===== config.mk =====
export PLATFORM = sky130hd
export DESIGN_NAME = mb_addr_select
export DESIGN_NICKNAME = d
export VERILOG_FILES = /design/src/rtl/mb_addr_select.sv
export SDC_FILE = /design/constraint.sdc
export NUM_CORES = 1
export LEC_CHECK = 0
export CAP_MARGIN = 20
export CORE_ASPECT_RATIO = 1.25
export CORE_MARGIN = 2
export CORE_UTILIZATION = 50
export CTS_BUF_LIST = sky130_fd_sc_hd__clkbuf_4
export CTS_CLUSTER_DIAMETER = 60
export DETAILED_ROUTE_END_ITERATION = 16
export PLACE_DENSITY = 0.84
export SLEW_MARGIN = 20
export SYNTH_ARGS = -nofsm -noshare
export SYNTH_HDL_FRONTEND = slang
export SYNTH_SLANG_ARGS = --single-unit

===== constraint.sdc =====
create_clock -name clock -period 3.63 [get_ports clock]
set_clock_uncertainty 0.2 [all_clocks]
set_input_delay 1.089 -clock clock [delete_from_list [all_inputs] [get_ports clock]]
set_output_delay 1.089 -clock clock [all_outputs]
set_load 0.05 [all_outputs]

===== src/rtl/mb_addr_select.sv =====
`default_nettype none
// +-----------------------------------------------------------------------------
// | Module      : mb_addr_select
// | Description : Chooses the MAC/IP for the Ethernet stack, taking the MCU's
// |               addresses when valid and falling back to defaults on timeout.
// | Revision    : 1.0 - initial release
// +-----------------------------------------------------------------------------
module mb_addr_select #(
  parameter logic [47:0] DEFAULT_MAC    = 48'h001CC0A2225D,
  parameter logic [31:0] DEFAULT_IP     = 32'h00000000,
  parameter logic [31:0] TIMEOUT_CYCLES = 32'd122880000
) (
  input  logic        clock,
  input  logic        reset,
  input  logic [47:0] mac_in,
  input  logic [31:0] ip_in,
  input  logic        addr_read,
  output logic [47:0] mac_out,
  output logic [31:0] ip_out,
  output logic        static_ip,
  output logic        locked,
  output logic        mac_from_mcu,
  output logic        ip_from_mcu,
  output logic        timed_out
);

  localparam logic [2:0] c_st_wait           = 3'd0;
  localparam logic [2:0] c_st_capture        = 3'd1;
  localparam logic [2:0] c_st_check          = 3'd2;
  localparam logic [2:0] c_st_locked_default = 3'd3;
  localparam logic [2:0] c_st_locked_mcu     = 3'd4;

  localparam logic [31:0] c_timeout_last = TIMEOUT_CYCLES - 32'd1;

  logic [2:0]  r_state;
  logic [2:0]  w_state_next;
  logic [31:0] r_count;
  logic [31:0] w_count_next;
  logic [47:0] r_mac_shadow;
  logic [47:0] w_mac_shadow_next;
  logic [31:0] r_ip_shadow;
  logic [31:0] w_ip_shadow_next;

  logic [47:0] r_mac_out;
  logic [47:0] w_mac_out_next;
  logic [31:0] r_ip_out;
  logic [31:0] w_ip_out_next;
  logic        r_static_ip;
  logic        w_static_ip_next;
  logic        r_locked;
  logic        w_locked_next;
  logic        r_mac_from_mcu;
  logic        w_mac_from_mcu_next;
  logic        r_ip_from_mcu;
  logic        w_ip_from_mcu_next;
  logic        r_timed_out;
  logic        w_timed_out_next;

  logic [7:0]  w_ip_octet;
  logic        w_mac_valid;
  logic        w_ip_valid;
  logic        w_timeout_hit;

  // Bit 40 is the multicast bit of the first transmitted MAC octet.
  assign w_mac_valid   = (r_mac_shadow != 48'd0) && !r_mac_shadow[40];
  assign w_ip_octet    = r_ip_shadow[31:24];
  assign w_ip_valid    = (w_ip_octet != 8'd0) && (w_ip_octet != 8'd127) && (w_ip_octet < 8'd224);
  assign w_timeout_hit = (TIMEOUT_CYCLES != 32'd0) && (r_count == c_timeout_last);

  always_ff @(posedge clock) begin
    if (reset) begin
      r_state <= c_st_wait;
    end else begin
      r_state <= w_state_next;
    end
  end

  // addr_read wins over a coincident timeout terminal count.
  always_comb begin
    w_state_next = r_state;
    case (r_state)
      c_st_wait: begin
        if (addr_read) begin
          w_state_next = c_st_capture;
        end else if (w_timeout_hit) begin
          w_state_next = c_st_locked_default;
        end
      end
      c_st_capture:        w_state_next = c_st_check;
      c_st_check:          w_state_next = c_st_locked_mcu;
      c_st_locked_default: begin
        if (addr_read) begin
          w_state_next = c_st_capture;
        end
      end
      c_st_locked_mcu:     w_state_next = c_st_locked_mcu;
      default:             w_state_next = c_st_wait;
    endcase
  end

  always_comb begin
    w_count_next        = r_count;
    w_mac_shadow_next   = r_mac_shadow;
    w_ip_shadow_next    = r_ip_shadow;
    w_mac_out_next      = r_mac_out;
    w_ip_out_next       = r_ip_out;
    w_static_ip_next    = r_static_ip;
    w_locked_next       = r_locked;
    w_mac_from_mcu_next = r_mac_from_mcu;
    w_ip_from_mcu_next  = r_ip_from_mcu;
    w_timed_out_next    = r_timed_out;
    case (r_state)
      c_st_wait: begin
        if (!addr_read) begin
          if (w_timeout_hit) begin
            w_mac_out_next      = DEFAULT_MAC;
            w_ip_out_next       = DEFAULT_IP;
            w_static_ip_next    = 1'b0;
            w_mac_from_mcu_next = 1'b0;
            w_ip_from_mcu_next  = 1'b0;
            w_locked_next       = 1'b1;
            w_timed_out_next    = 1'b1;
          end else begin
            w_count_next = r_count + 32'd1;
          end
        end
      end
      c_st_capture: begin
        w_mac_shadow_next = mac_in;
        w_ip_shadow_next  = ip_in;
      end
      // timed_out is left alone so a late MCU update keeps the diagnostic.
      c_st_check: begin
        w_mac_out_next      = w_mac_valid ? r_mac_shadow : DEFAULT_MAC;
        w_ip_out_next       = w_ip_valid ? r_ip_shadow : DEFAULT_IP;
        w_static_ip_next    = w_ip_valid;
        w_ip_from_mcu_next  = w_ip_valid;
        w_mac_from_mcu_next = w_mac_valid;
        w_locked_next       = 1'b1;
      end
      default: begin
      end
    endcase
  end

  always_ff @(posedge clock) begin
    if (reset) begin
      r_count        <= 32'd0;
      r_mac_shadow   <= 48'd0;
      r_ip_shadow    <= 32'd0;
      r_mac_out      <= DEFAULT_MAC;
      r_ip_out       <= DEFAULT_IP;
      r_static_ip    <= 1'b0;
      r_locked       <= 1'b0;
      r_mac_from_mcu <= 1'b0;
      r_ip_from_mcu  <= 1'b0;
      r_timed_out    <= 1'b0;
    end else begin
      r_count        <= w_count_next;
      r_mac_shadow   <= w_mac_shadow_next;
      r_ip_shadow    <= w_ip_shadow_next;
      r_mac_out      <= w_mac_out_next;
      r_ip_out       <= w_ip_out_next;
      r_static_ip    <= w_static_ip_next;
      r_locked       <= w_locked_next;
      r_mac_from_mcu <= w_mac_from_mcu_next;
      r_ip_from_mcu  <= w_ip_from_mcu_next;
      r_timed_out    <= w_timed_out_next;
    end
  end

  assign mac_out      = r_mac_out;
  assign ip_out       = r_ip_out;
  assign static_ip    = r_static_ip;
  assign locked       = r_locked;
  assign mac_from_mcu = r_mac_from_mcu;
  assign ip_from_mcu  = r_ip_from_mcu;
  assign timed_out    = r_timed_out;

endmodule
`default_nettype wire


==> impl_metrics.yaml, run 1 <==
synth:
  synth.distinct_cells: 45
  syn_inst: 778
  synth.area.top_cells: "dfxtp_1, nand2_1, a22o_1"
  synth_top_area_cell: "dfxtp_1"
  yosysTopAreaCellShare_pct: 55.7
  synthFlopType: "dfxtp_1"
  ys_seq_area_share_pct: 55.7
  synth_edf_count: 0
  avgSynthCellArea_um2: 9.19
  ys_ff_latch: 199
  async_flop_share_pct: 0
  synth_area_um2: 7150
  yosysWarnings: 0
  syn_nets: 862
route:
  wl_per_cell_um: 16.2
  drtIter0Drc: 434
  drt-total-wl_um: 18000
  via_count: 6232
  ant_nets: 0
  dr.pass1.iters: 5
  via_per_inst: 5.59
  drc: 0
place:
  placedCellCount: 1081
  dp_hpwl_um: 12300
  io_buffer_count: 167
  gp_congestion: 0.887
cells_and_area:
  drive_above_1_share_pct: 6.61
  instances_no_fill: 1114
  syn_to_final_growth_pct: 29.7
  multi_input_area_um2: 2960
  fillCellCount: 1100
  final_common_cell: "dfxtp_1"
  final_cell_mix: "dfxtp_1, nand2_1, clkdlybuf4s50_1"
  utilization_pct: 66.8
  nets: 1009
  regArea_um2: 3980
setup_path:
  cpPeakStageDelay_ps: 860
  crit_required_ps: 2340
  cpMaxStageDelayCell: "clkdlybuf4s50_1"
  worstPathArrival_ps: 1820
  path_cells: "clkdlybuf4s50_1"
  cpLargestDelayFamily: "buffers and inverters"
  crit_path_max_fanout: 2
  crit_buf_inv: 1
  critPathLaunch: "mac_out[3]$_SDFFE_PP1P_"
  critPathLaunchType: "register"
  path_class: "register to output port"
  end_kind: "output port"
  r2r-start: "r_count[22]$_SDFFE_PP0P_"
die:
  die-area_um2: 15300
  die_w_um: 111
  initial_utilization_pct: 51.5
  ios: 168
  coreArea_um2: 13900
  dieHeight_um: 138
  rows: 48
timing:
  slew_headroom_pct: 28.3
  setup_viol: 0
  finalCritPeriodShare_pct: 85.6
  max_clock_freq_mhz: 322
  rsz0062_at_grt: "no"
  setup_tns_ps: 0
  hold_violations: 0
  final-max-slew-violation-count: 0
  worst_pin_slew_ps: 1070
  timing.final.crit_period_ps: 3110
grt:
  grt_util_met2_pct: 40.5
  grt_max_degree: 105
  grt_use_total_pct: 23.7
  antenna_found_initial: 1
  grt_pass1_vias: 5862
  use_met3_pct: 4.88
  grt_pass1_wl_um: 28900
  busiest_layer: "met2"
  use_met1_pct: 28.5
  grt-ovfl-total: 0
run_status:
  status: "finished clean"
pwr:
  leakage_nw: 3.26
  peakVddDrop_v: 0.000555
  finalPower_mw: 4.77
  power-per-cell-area_nw_per_um2: 515
min_path:
  hold_class: "register to register"
  worstHoldStart: "r_ip_shadow[11]$_SDFFE_PP0P_"
clocking:
  clockBufferDepth: 2
  cts-root-buf: "clkbuf_4"
  cts.sinks: 199
  cts-hold-fix-buffers: 0
  postCtsResizedCells: 0
  h-tree-depth: 4
  cts_tree: "built"
  numCtsBuffers: 17
  post_cts_buffers: 0
  clk_latency_ps: 590
  clkTransAtPathRegs_ps: 150
run:
  maxCapViolations: 0
## report_power, final
group          switching, mW  internal (mW)  total [mW]
Combinational          0.646          0.381        1.03
Sequential             0.145           2.38        2.53
Clock                  0.740          0.481        1.22
Total                   1.53           3.24        4.77
## cell families (layout without fill, tap and decap cells)
| family | count (synthesis) | in the layout | share of synthesized area [%] |
|---|---|---|---|
| compound gates | 216 | 216 | 19.8 |
| xor+xnor | 9 | 9 | 1.10 |
| fa+ha+maj | 1 | 1 | 0.175 |
| buf+inv | 54 | 214 | 3.36 |
| flops | 199 | 199 | 55.7 |
| mux | 3 | 3 | 0.455 |
| other cells | 0 | 1 | 0 |
| simple gates | 296 | 296 | 19.4 |
## flip-flops by register name, indices dropped and copies added, names as in the netlist
name / count
ip_out: 32
mac_out: 48
r_state: 3
locked: 1
r_mac_shadow: 48
mac_from_mcu: 1
timed_out: 1
r_count: 32
r_ip_shadow: 32
ip_from_mcu: 1
## tightest hold or removal path, stage by stage (launching register included)
cell and delay (ps):
dfxtp_1 330, nand2_1 50, a21oi_1 50
## per-stage QoR
step                      setup slack [ps]  instance area, um^2  hold slack, ps
after floorplan                        568                 7150             236
final                                  523                 9270             263
after CTS                              480                 9270             265
after global routing                   458                 9270             282
after detailed placement               114                 8970             246
after global placement                 206                 8970             241
## area by class of cell
cell class | count | area share [%]
sequential | 199 | 43.0
multi-input combinational | 525 | 32.0
timing repair buffer | 180 | 19.3
tap | 175 | 2.36
clock inverter | 15 | 1.88
clock buffer | 17 | 1.38
inverter | 2 | 0.0810
antenna | 1 | 0.0270
## final timing paths
kind,end,slack [ps],depth (start not counted)
min,r_ip_shadow[11]$_SDFFE_PP0P_,260,2
max reg2reg,r_count[13]$_SDFFE_PP0P_,1010,5
min reg2reg,r_ip_shadow[11]$_SDFFE_PP0P_,260,2
max,mac_out[3],520,1
## cells in the mapped netlist, types with 3 or more instances
cell	number
nor3_1	9
and2_1	3
buf_1	8
a22o_1	64
buf_6	4
dfxtp_1	199
or3_1	19
nand4_1	14
and3_1	4
nand2_1	175
or4_1	3
o21ai_0	19
clkbuf_1	38
nand3_1	12
nor4_1	18
a21oi_1	104
nor2_1	20
a211oi_1	3
o22a_1	15
o31ai_1	4
xor2_1	7
nand2b_1	3
## per-layer routing
layer | wire (um) | vias up | part of all wire, %
met5 | 0 | - | 0
met4 | 701 | 0 | 3.9
met3 | 961 | 50 | 5.3
met2 | 8850 | 209 | 49
met1 | 7480 | 2913 | 42
li1 | - | 3060 | -
(Power assumes the default switching activity.)
==> run 2, diff against run 1 <==
--- a/config.mk
+++ b/config.mk
@@ -5,6 +5,7 @@
 export SDC_FILE = /design/constraint.sdc
 export NUM_CORES = 1
 export LEC_CHECK = 0
+export ABC_AREA = 1
 export CAP_MARGIN = 20
 export CORE_ASPECT_RATIO = 1.25
 export CORE_MARGIN = 2
@@ -12,7 +13,7 @@
 export CTS_BUF_LIST = sky130_fd_sc_hd__clkbuf_4
 export CTS_CLUSTER_DIAMETER = 60
 export DETAILED_ROUTE_END_ITERATION = 16
-export PLACE_DENSITY = 0.84
+export PLACE_DENSITY = 0.82
 export SLEW_MARGIN = 20
 export SYNTH_ARGS = -nofsm -noshare
 export SYNTH_HDL_FRONTEND = slang
==> run 2 against run 1 <==
Compared with the run above:
- fmax grew 1.2%
- worst setup slack gained 37 ps
- synthesized area grew 19%
- first-iteration DRC count grew 47%
- wire length grew 25%
- worst hold slack lost 9.2 ps
- non-clock buffer count grew 1
- sequential power grew 16%
- synthesized cell count grew 51%
- via count grew 31%
- cell area grew 14%
- flip-flop and latch count is the same
- largest cell class unchanged
==> impl_metrics.yaml, run 2 <==
synth:
  ys_ff_latch: 199
  synth.distinct_cells: 27
  ys_seq_area_share_pct: 47.0
  syn_nets: 1261
  synthFlopType: "dfxtp_1"
  synth_edf_count: 0
  synth_area_um2: 8480
  synth.area.top_cells: "dfxtp_1, a21oi_1, nand2_1"
  async_flop_share_pct: 0
  synth_most_common_cell: "nand2_1"
  avgSynthCellArea_um2: 7.20
  yosysTopAreaCellShare_pct: 47.0
  synth_top_area_cell: "dfxtp_1"
  yosysWarnings: 0
  synth_common_cells: "nand2_1, dfxtp_1, a21oi_1, nand3_1, inv_1"
  syn_inst: 1177
grt:
  use_met1_pct: 30.7
  antenna_found_initial: 1
  busiest_layer: "met2"
  grt_max_degree: 96
  use_met3_pct: 4.42
  grt_pass1_wl_um: 36600
  grt_util_met2_pct: 43.8
  grt_use_total_pct: 25.1
  grt_pass1_vias: 7593
  grt-ovfl-total: 0
cells_and_area:
  fillCellCount: 1520
  syn_to_final_growth_pct: 24.4
  final_cell_mix: "nand2_1, dfxtp_1, a21oi_1"
  final_common_cell: "nand2_1"
  nets: 1380
  drive_above_1_share_pct: 4.51
  instances_no_fill: 1528
clocking:
  post_cts_buffers: 0
  numCtsBuffers: 17
  cts.sinks: 199
  clockBufferDepth: 2
  cts_tree: "built"
  clk_latency_ps: 570
  clkTransAtPathRegs_ps: 160
  cts-hold-fix-buffers: 0
  postCtsResizedCells: 0
  cts-root-buf: "clkbuf_4"
  h-tree-depth: 4
setup_path:
  crit_buf_inv: 1
  cpPeakStageDelay_ps: 830
  path_class: "register to output port"
  end_kind: "output port"
  r2r_cells: 10
  critPathLaunchType: "register"
  cpMaxStageDelayCell: "clkdlybuf4s50_1"
  worstPathArrival_ps: 1780
  path_cells: "clkdlybuf4s50_1"
  crit_required_ps: 2340
  r2r-end: "r_count[7]$_SDFFE_PP0P_"
  rrSetupSlack_ps: 1130
  cpLargestDelayFamily: "buffers and inverters"
  crit_path_max_fanout: 2
  r2r-start: "r_count[0]$_SDFFE_PP0P_"
route:
  drt-total-wl_um: 22400
  ant_nets: 0
  via_count: 8190
  dr.pass1.iters: 5
  drc: 0
  drtIter0Drc: 638
  wl_per_cell_um: 14.7
  via_per_inst: 5.36
place:
  dpl_worst_slack_ps: 668
  placedCellCount: 1497
  gp_congestion: 0.925
  io_buffer_count: 167
  dp_hpwl_um: 15100
run_status:
  status: "finished clean"
timing:
  setup_tns_ps: 0
  worst_pin_slew_ps: 1070
  hold_violations: 0
  final-max-slew-violation-count: 0
  max_clock_freq_mhz: 326
  finalCritPeriodShare_pct: 84.6
  setup_viol: 0
  rsz0062_at_grt: "no"
  timing.final.crit_period_ps: 3070
  fin_ws_ps: 560
  slew_headroom_pct: 28.4
die:
  die-area_um2: 18000
  rows: 53
  ios: 168
  coreArea_um2: 16700
  dieHeight_um: 150
  die_w_um: 120
  initial_utilization_pct: 50.7
pwr:
  leakage_nw: 3.76
  peakVddDrop_v: 0.000316
  power-per-cell-area_nw_per_um2: 609
  finalPower_mw: 6.43
min_path:
  hold_class: "register to register"
  worstHoldStart: "r_ip_shadow[21]$_SDFFE_PP0P_"
  min_path_cells: 2
  worstHoldEndpoint: "r_ip_shadow[21]$_SDFFE_PP0P_"
run:
  maxCapViolations: 0
## run 2: cell count changes in the layout (fill, tap and decap cells not counted), sizes merged, moves of 8 or more
cell    change
nor3       -10
nand2      +41
nand4       -8
a21oi      +72
or3        -21
nor4       -19
inv       +102
nor2       +87
nand3b     +22
o21ai      +68
o22a       -15
a22o       -64
nand3     +149
## run 2: layout make-up
cell class	count	area (um^2)	share of cell area [%]
Clock inverter	11	148	1.40
Tap cell	220	275	2.61
Inverter	105	394	3.74
Antenna cell	1	2.50	0.0237
Sequential cell	199	3980	37.8
Clock buffer	19	143	1.35
Timing Repair Buffer	181	1810	17.2
Multi-Input combinational cell	792	3790	35.9
## run 2: worst max-delay path by stage
| stage | cells after the start | slack [ps] | to | startpoint |
|---|---|---|---|---|
| global placement | 6 | 710 | mac_out[20]$_SDFFE_PP0P_ | addr_read |
| global route | 1 | 470 | mac_out[32] | mac_out[32]$_SDFFE_PP0P_ |
| CTS | 1 | 530 | mac_out[5] | mac_out[5]$_SDFFE_PP0P_ |
| finish | 1 | 560 | ip_out[0] | ip_out[0]$_SDFFE_PP0P_ |
| floorplan | 6 | 1360 | locked$_SDFFE_PP0P_ | reset |
| detailed placement | 6 | 670 | mac_out[11]$_SDFFE_PP0P_ | addr_read |
## run 2: metrics by stage
| stage | hold slack, ps | utilization, % | cell area [um^2] |
|---|---|---|---|
| 3_3_place_gp | 231 | 61.4 | 10300 |
| 5_1_grt | 277 | 63.1 | 10500 |
| 6_report | 254 | 63.1 | 10500 |
| 2_1_floorplan | 224 | - | 8480 |
| 4_1_cts | 256 | 63.1 | 10500 |
| 3_5_place_dp | 235 | 61.4 | 10300 |
## run 2: cells by family after synthesis
group	after synthesis	synth area share [%]
AO/OA/AOI/OAI	264	15.8
flip-flops	199	47.0
buffers and inverters	186	8.78
XOR/XNOR	13	1.34
AND/OR/NAND/NOR	514	27.0
adder cells (fa/ha/maj)	1	0.148
## run 2: layer usage
| metal | wire [um] | up-vias |
|---|---|---|
| li1 | - | 4086 |
| met1 | 9450 | 3813 |
| met2 | 11300 | 249 |
| met3 | 1010 | 42 |
| met4 | 637 | 0 |
| met5 | 0 | - |
## run 2: report_power, final
part           internal (mW)  leakage [nW]  switching [mW]
registers               2.65          1.62           0.287
clock network          0.489         0.151           0.723
logic                  0.749          1.99            1.53
==> run 3, diff against run 2 <==
--- a/config.mk
+++ b/config.mk
@@ -9,7 +9,7 @@
 export CAP_MARGIN = 20
 export CORE_ASPECT_RATIO = 1.25
 export CORE_MARGIN = 2
-export CORE_UTILIZATION = 50
+export CORE_UTILIZATION = 48
 export CTS_BUF_LIST = sky130_fd_sc_hd__clkbuf_4
 export CTS_CLUSTER_DIAMETER = 60
 export DETAILED_ROUTE_END_ITERATION = 16
==> constraint.sdc (replaced) <==
create_clock -name clock -period 2.63 [get_ports clock]
set_clock_uncertainty 0.2 [all_clocks]
set_input_delay 0.789 -clock clock [delete_from_list [all_inputs] [get_ports clock]]
set_output_delay 0.789 -clock clock [all_outputs]
set_load 0.05 [all_outputs]
==> run 3 against run 2 <==
Compared with the run above:
- combinational power up 35%
- flip-flop and latch count unchanged
- core utilization down 2.6 points
- clock power up 31%
- register-to-register slack worse by 700 ps
- cell area down 0.40%
- count of clock-buffer cells in the layout down 2
- global-route usage down 1.3 points
- largest cell class unchanged
- highest routed layer unchanged
==> impl_metrics.yaml, run 3 (synthesized netlist as in run 2, its figures left out) <==
run_status:
  status: "finished clean"
die:
  dieHeight_um: 153
  ios: 168
  die_w_um: 123
  initial_utilization_pct: 48.8
  coreArea_um2: 17400
  rows: 54
  die-area_um2: 18700
timing:
  final-max-slew-violation-count: 0
  setup_viol: 0
  slew_headroom_pct: 47.4
  hold_violations: 0
  finalCritPeriodShare_pct: 96.6
  max_clock_freq_mhz: 394
  worst_pin_slew_ps: 790
  timing.final.crit_period_ps: 2540
  fin_ws_ps: 89.4
  rsz0062_at_grt: "no"
  setup_tns_ps: 0
clocking:
  cts_tree: "built"
  cts-root-buf: "clkbuf_4"
  clk_latency_ps: 580
  clockBufferDepth: 2
  h-tree-depth: 4
  clkTransAtPathRegs_ps: 170
  numCtsBuffers: 17
  cts.sinks: 199
  post_cts_buffers: 0
place:
  dpl_worst_slack_ps: 182
  gp_congestion: 0.931
  dp_hpwl_um: 15200
  io_buffer_count: 167
setup_path:
  path_cells: "clkdlybuf4s15_1"
  critPathLaunchType: "register"
  path_class: "register to output port"
  end_kind: "output port"
  cpPeakStageDelay_ps: 530
  worstPathArrival_ps: 1550
  cpMaxStageDelayCell: "clkdlybuf4s15_1"
  crit_required_ps: 1640
  crit_buf_inv: 1
  cpLargestDelayFamily: "buffers and inverters"
  crit_path_max_fanout: 2
grt:
  grt_util_met2_pct: 40.0
  grt_max_degree: 146
  busiest_layer: "met2"
  antenna_found_initial: 1
  grt_pass1_wl_um: 36200
  grt_pass1_vias: 7402
  use_met3_pct: 3.82
  grt_use_total_pct: 23.8
  grt-ovfl-total: 0
  use_met1_pct: 30.6
route:
  dr.pass1.iters: 5
  drtIter0Drc: 552
  wl_per_cell_um: 14.4
  drc: 0
  via_count: 8067
  via_per_inst: 5.24
  drt-total-wl_um: 22200
  ant_nets: 0
pwr:
  peakVddDrop_v: 0.000547
  finalPower_mw: 8.71
  leakage_nw: 4.09
  power-per-cell-area_nw_per_um2: 829
cells_and_area:
  syn_to_final_growth_pct: 23.9
  drive_above_1_share_pct: 5.48
  final_cell_mix: "nand2_1, dfxtp_1, a21oi_1"
  nets: 1385
  final_common_cell: "nand2_1"
min_path:
  hold_class: "register to register"
run:
  maxCapViolations: 0
==> run 3: cell types whose count changed in the layout (fill, tap and decap cells not counted), moves of 4 or more <==
cell and delta:
buf_4 +8, dlygate4sd2_1 +79, clkdlybuf4s50_1 -85, clkinv_8 +4, clkinv_4 +4
==> run 3: final cells by class <==
type / instances / area (um^2)
fill: 1622 / 6860
sequential: 199 / 3980
multi-input combinational: 792 / 3790
timing repair buffer: 186 / 1760
inverter: 105 / 394
tap: 224 / 280
clock inverter: 15 / 164
clock buffer: 17 / 128
antenna: 1 / 2.50
==> run 3: timing repair <==
| item | in CTS | in global routing |
|---|---|---|
| hold buffers | 0 | 0 |
| gates resized for setup | 80 | 1 |
| pin swaps | 0 | 0 |
| setup endpoints to repair | 80 | 1 |
==> run 3: metal layers <==
metal,up-vias,routed length [um]
met5,-,0
li1,4114,-
met1,3687,9360
met2,225,11200
met3,41,1100
met4,0,532
==> run 3: power by group <==
part           switching, mW  total [mW]  internal (mW)
Combinational           2.10        3.08          0.980
Sequential             0.390        4.05           3.66
Clock                   1.15        1.59          0.435
==> run 3: final timing paths <==
path	from	to	slack [ps]	depth (start not counted)
max reg2reg	r_count[0]$_SDFFE_PP0P_	r_count[11]$_SDFFE_PP0P_	430	10
min	r_ip_shadow[10]$_SDFFE_PP0P_	r_ip_shadow[10]$_SDFFE_PP0P_	260	2
max	ip_out[31]$_SDFFE_PP0P_	ip_out[31]	90	1
min reg2reg	r_ip_shadow[10]$_SDFFE_PP0P_	r_ip_shadow[10]$_SDFFE_PP0P_	260	2
==> run 3: tightest hold or removal path, delay by kind of cell (launching register included) <==
kind	cells	cell delay, ps
compound gates	1	50
buf+inv	1	50
flops	1	340
==> run 3: metrics by stage <==
stage          cell area (um^2)  hold WS [ps]  cells  util [%]
3_5_place_dp              10300           238   1506      59.4
2_1_floorplan              8480           224   1177         -
5_1_grt                   10500           270   1539      60.5
4_1_cts                   10500           260   1538      60.5
3_3_place_gp              10300           233   1506      59.4
6_report                  10500           258   1539      60.5
